<file path="config.mk">
export PLATFORM = sky130hd
export DESIGN_NAME = uart_rx_frame_ctrl
export DESIGN_NICKNAME = d
export VERILOG_FILES = /design/src/rtl/uart_rx_frame_ctrl.sv
export SDC_FILE = /design/constraint.sdc
export NUM_CORES = 1
export LEC_CHECK = 0
export ABC_CLOCK_PERIOD_IN_PS = 6400
export CAP_MARGIN = 20
export CORE_MARGIN = 2
export CORE_UTILIZATION = 63
export CTS_BUF_LIST = sky130_fd_sc_hd__clkbuf_8
export CTS_CLUSTER_DIAMETER = 120
export CTS_CLUSTER_SIZE = 12
export DETAILED_ROUTE_END_ITERATION = 10
export DONT_BUFFER_PORTS = 1
export GPL_TIMING_DRIVEN = 1
export HOLD_SLACK_MARGIN = 0.06
export PLACE_DENSITY = 0.79
export SLEW_MARGIN = 0
export SYNTH_ARGS = -nofsm -noshare
export SYNTH_HDL_FRONTEND = slang
export SYNTH_SLANG_ARGS = --single-unit
export TNS_END_PERCENT = 5
</file>
<file path="constraint.sdc">
create_clock -name clk -period 6.4 [get_ports clk]
set_input_delay 0.96 -clock clk [delete_from_list [all_inputs] [get_ports clk]]
set_output_delay 0.96 -clock clk [all_outputs]
set_load 0.05 [all_outputs]
</file>
<file path="src/rtl/uart_rx_frame_ctrl.sv">
// uart_rx_frame_ctrl: parses SYNC/LEN/PAYLOAD/CSUM frames from a byte stream.
// Payload is held in a FIFO and becomes readable only once its checksum verifies.
module uart_rx_frame_ctrl #(
  parameter logic [7:0] SYNC_BYTE = 8'hA5,
  parameter int MAX_LEN = 16,
  parameter int FIFO_DEPTH = 16,
  parameter int TIMEOUT = 1024
) (
  input  logic       clk,
  input  logic       rst_n,
  input  logic [7:0] in_data,
  input  logic       in_valid,
  output logic [7:0] out_data,
  output logic       out_valid,
  input  logic       out_ready,
  output logic       frame_done,
  output logic [7:0] frame_len,
  output logic       frame_err,
  output logic [1:0] err_code,
  output logic       busy
);
  localparam int AW = $clog2(FIFO_DEPTH);
  localparam int PW = AW + 1;
  localparam int TW = $clog2(TIMEOUT);
  localparam logic [7:0] MAX_L = 8'(MAX_LEN);
  localparam logic [PW-1:0] DEPTH = PW'(FIFO_DEPTH);
  localparam logic [TW-1:0] T_LAST = TW'(TIMEOUT - 1);
  typedef enum logic [1:0] {HUNT, LEN, PAYLOAD, CSUM} state_t;
  state_t state;
  logic [7:0] mem [FIFO_DEPTH];
  logic [PW-1:0] wr_ptr, commit_ptr, rd_ptr, free;
  logic [7:0] csum, len, remaining;
  logic [TW-1:0] timer;
  logic in_valid_q, byte_stb, expired, len_bad, len_nospace, err_hit;
  logic [1:0] err_cause;
  assign byte_stb = in_valid & ~in_valid_q;
  assign free = DEPTH - (wr_ptr - rd_ptr);
  assign out_valid = commit_ptr != rd_ptr;
  assign out_data = mem[rd_ptr[AW-1:0]];
  assign busy = state != HUNT;
  assign expired = busy && !byte_stb && timer == T_LAST;
  assign len_bad = in_data > MAX_L;
  assign len_nospace = 32'(in_data) > 32'(free);
  // a byte strobe in the expiry cycle takes priority over the timeout
  assign err_hit = byte_stb ? (state == LEN && (len_bad || len_nospace)) || (state == CSUM && in_data != csum) : expired;
  assign err_cause = !byte_stb ? 2'd3 : state == CSUM ? 2'd2 : len_bad ? 2'd0 : 2'd1;
  always_ff @(posedge clk)
    if (byte_stb && state == PAYLOAD) mem[wr_ptr[AW-1:0]] <= in_data;
  always_ff @(posedge clk or negedge rst_n)
    if (!rst_n) begin
      state <= HUNT;
      wr_ptr <= '0;
      commit_ptr <= '0;
      rd_ptr <= '0;
      in_valid_q <= 1'b0;
      timer <= '0;
      csum <= '0;
      len <= '0;
      remaining <= '0;
      frame_done <= 1'b0;
      frame_err <= 1'b0;
      frame_len <= '0;
      err_code <= '0;
    end else begin
      in_valid_q <= in_valid;
      frame_done <= 1'b0;
      frame_err <= err_hit;
      if (out_valid && out_ready) rd_ptr <= rd_ptr + PW'(1);
      timer <= (byte_stb || !busy) ? '0 : timer + TW'(1);
      if (err_hit) begin
        wr_ptr <= commit_ptr;
        err_code <= err_cause;
        state <= HUNT;
      end else if (byte_stb)
        case (state)
          HUNT: if (in_data == SYNC_BYTE) state <= LEN;
          LEN: begin
            state <= in_data == 8'd0 ? CSUM : PAYLOAD;
            len <= in_data;
            remaining <= in_data;
            csum <= in_data;
          end
          PAYLOAD: begin
            wr_ptr <= wr_ptr + PW'(1);
            csum <= csum + in_data;
            remaining <= remaining - 8'd1;
            if (remaining == 8'd1) state <= CSUM;
          end
          default: begin
            commit_ptr <= wr_ptr;
            frame_done <= 1'b1;
            frame_len <= len;
            state <= HUNT;
          end
        endcase
    end
endmodule

</file>
==> run_results.csv <==
group,metric,value,unit
run_status,status,"finished clean",
critical_path,cp.arrival,4.44,ns
clock_tree,clk_pin_slew,0.10,ns
route,wire_per_inst,21.4,um
timing,maxSlewHeadroom,30.8,%
floorplan,std_cell_rows,42,
power_and_ir_drop,ir_worst_vdd,0.249,mV
clock_tree,cts_buffers,17,
critical_path,cp-end-kind,"register",
timing,hold_viol,0,
logic_synthesis,synth_top_family_by_area,"multiplexers",
timing,setup_viol,0,
logic_synthesis,synth_compound_area_share,4.78,%
clock_tree,clk_latency,0.46,ns
global_routing,grt_max_degree,65,
floorplan,core_area,0.0133,mm2
clock_tree,cts.sinks,192,
global_routing,grt_remaining_overflow,0,
timing,clock-skew-final,0.00972,ns
logic_synthesis,netlist.top_cell.by_area,"edfxtp_1",
timing,tns,0,ns
place,portBuffers,0,
final_layout,layout-drive-gt1-share,20.1,%
logic_synthesis,yosysSeqAreaShare,62.5,%
logic_synthesis,synthAdderAreaFrac,4.91,%
final_layout,antenna_cells,0,
logic_synthesis,synth-edff-count,128,
logic_synthesis,ys_warn_count,0,
critical_path,path_class,"reg2reg",
critical_path,crit_required,6.76,ns
critical_path,startpoint_type,"register",
power_and_ir_drop,p_leak,0.00343,uW
global_routing,grt_use_total,24.6,%
clock_tree,post_cts_buffers,0,
logic_synthesis,async_flop_share,33.3,%
clock_tree,htree_levels,4,
final_layout,layout_common_cells,"128 x edfxtp_1, 63 x dfrtp_1, 40 x mux4_2",
logic_synthesis,syn-num-nets,621,
place,gp_congestion,0.836,
route,drc,0,
floorplan,die_y,122,um
global_routing,antenna_found_initial,0,
timing,rsz0062_at_grt,"no",
timing,max_freq,0.245,GHz
place,dp_hpwl,10.9,mm
logic_synthesis,muxShareOfSynthArea,14.3,%
run,drv_cap,0,
place,postPlaceCellArea,0.00889,mm2
route,first_pass_iters,5,
timing,fin_crit_sh,63.8,%
logic_synthesis,synthXorXnorAreaFrac,2.82,%
logic_synthesis,synth_area_leaders,"edfxtp_1 44%, dfrtp_1 18%, mux4_2 10%",
logic_synthesis,synth_seq_cells,192,
critical_path,crit_fanout,17,
floorplan,start_util,65.3,%
critical_path,cp_cell_sequence,"ha_1 -> ha_1 -> a21o_1 -> a21oi_1 -> xnor2_1 -> ha_1 -> nand2_1 -> a21o_1 -> a21oi_1 -> buf_4 -> or2_0 -> o21ai_0 -> a221oi_1",
logic_synthesis,synth_ff_type,"edfxtp_1",
global_routing,grt_pass1_wl,26.8,mm
route,vias_per_cell,6.23,
logic_synthesis,synth-simple-area-share,8.43,%
floorplan,die_area,0.0148,mm2
route,ant_nets,0,
timing,tightest_slew,1.03,ns
clock_tree,cts_hold_buf,0,
critical_path,max_stage_delay,0.85,ns
final_layout,syn_to_final_growth,6.64,%
worst_hold_path,hold_path.class,"in2async",
floorplan,die_w,122,um
route,vias,4792,
clock_tree,ctsResizeCount,0,
logic_synthesis,synthesis.area,0.00871,mm2
global_routing,grt_pass1_vias,5016,
final_layout,fin_area,0.00929,mm2
final_layout,final_common_cell,"edfxtp_1",
logic_synthesis,syn_area_per_cell,15.1,um2
clock_tree,ctsRootBufferMaster,"clkbuf_8",
timing,finalCriticalPeriod,4.08,ns
critical_path,critPathMostFrequentCell,"ha_1",
logic_synthesis,netlist.area_leader.share,44.1,%
timing,slew_viol_final,0,
power_and_ir_drop,pwr_density_cell,438,mW/mm2
critical_path,worst_path_max_delay_cell,"dfrtp_1",
logic_synthesis,synth_cell_types,63,
clock_tree,cts_tree,"built",
route,routed_wl,16.4,mm
clock_tree,clock_path_buffers,2,
route,dr.first_iter.drc_count,384,
floorplan,boundaryPins,34,
final_layout,final_nets,625,
logic_synthesis,synthCells,576,
==> worst max-delay path, delay by kind of cell (launching register included) <==
family	cells	cell delay [ns]
flip-flops	1	0.85
buffers and inverters	1	0.22
AO/OA/AOI/OAI	6	1.07
XOR/XNOR	1	0.11
AND/OR/NAND/NOR	2	0.72
adder cells (fa/ha/maj)	3	1.01
==> kinds of logic after synthesis <==
| group | count (synthesis) |
|---|---|
| XOR/XNOR | 28 |
| buffers and inverters | 49 |
| adder cells (fa/ha/maj) | 33 |
| multiplexers | 71 |
| AND/OR/NAND/NOR | 143 |
| flip-flops | 192 |
| AO/OA/AOI/OAI | 60 |
==> worst paths after layout <==
check / startpoint / endpoint / slack (ns) / cells past startpoint
setup / recovery: rd_ptr[2]$_DFFE_PN0P_ / remaining[2]$_DFFE_PN0P_ / 2.32 / 13
hold / removal: rst_n / frame_len[4]$_DFFE_PN0P_ / 0.18 / 0
setup reg to reg: rd_ptr[2]$_DFFE_PN0P_ / remaining[2]$_DFFE_PN0P_ / 2.32 / 13
hold reg to reg: timer[0]$_DFF_PN0_ / timer[0]$_DFF_PN0_ / 0.46 / 1
max in group asynchronous: rst_n / rd_ptr[0]$_DFFE_PN0P_ / 6.12 / 0
min in group clk: timer[0]$_DFF_PN0_ / timer[0]$_DFF_PN0_ / 0.46 / 1
==> power by group <==
part | switching [uW] | total (uW) | internal (uW)
clock network | 427 | 778 | 351
registers | 189 | 1650 | 1460
logic | 930 | 1640 | 708
==> metrics by stage <==
step | total power, uW | hold WS [ns] | instances | utilization [%] | worst slack, ns
2_1_floorplan | 3010 | 0.433 | 576 | - | 2.45
3_3_place_gp | 3250 | 0.451 | 737 | 66.6 | 2.47
3_5_place_dp | 3320 | 0.461 | 737 | 66.6 | 2.32
4_1_cts | 4090 | 0.153 | 769 | 69.6 | 2.30
5_1_grt | 4330 | 0.145 | 769 | 69.6 | 1.94
6_report | 4070 | 0.184 | 769 | 69.6 | 2.32
==> cell usage after synthesis (3+ instances only) <==
library cell	instances
and2_1	3
clkbuf_1	13
nand3b_1	3
mux4_2	40
mux2_2	26
buf_1	5
nand2b_1	3
edfxtp_1	128
dfrtp_1	64
inv_1	25
xnor2_1	16
nor2_1	37
mux2i_1	5
nor3_1	13
a22oi_1	3
nand2_1	37
o211ai_1	4
o21ai_1	6
o21ai_0	9
ha_1	31
nor4_1	3
nand3_1	12
xor2_1	12
buf_2	4
nor2b_1	7
nand4_1	3
a21oi_1	14
or3_1	6
==> registers in the layout (all words and copies together) (netlist names), 8 cells and up <==
register	cells
mem	128
timer	10
csum	8
frame_len	8
len	8
remaining	8
==> final cells by class <==
type                       count  area, um2
clock buffer                  17        234
clock inverter                15        161
fill                         892       4060
inverter                      26       97.6
multi-input combinational    335       3070
sequential                   192       5450
tap                          176        220
timing repair buffer           8       60.1
==> routing by layer <==
metal  up-vias  track usage, %  share of wire, %
met2       142            40.4                51
met1      2437            33.4                42
met4         0            8.19               1.9
met3        28            5.34               5.4
met5         -               0                 0
li1       2185               -                 -
Power figures use the tool's default switching activity.
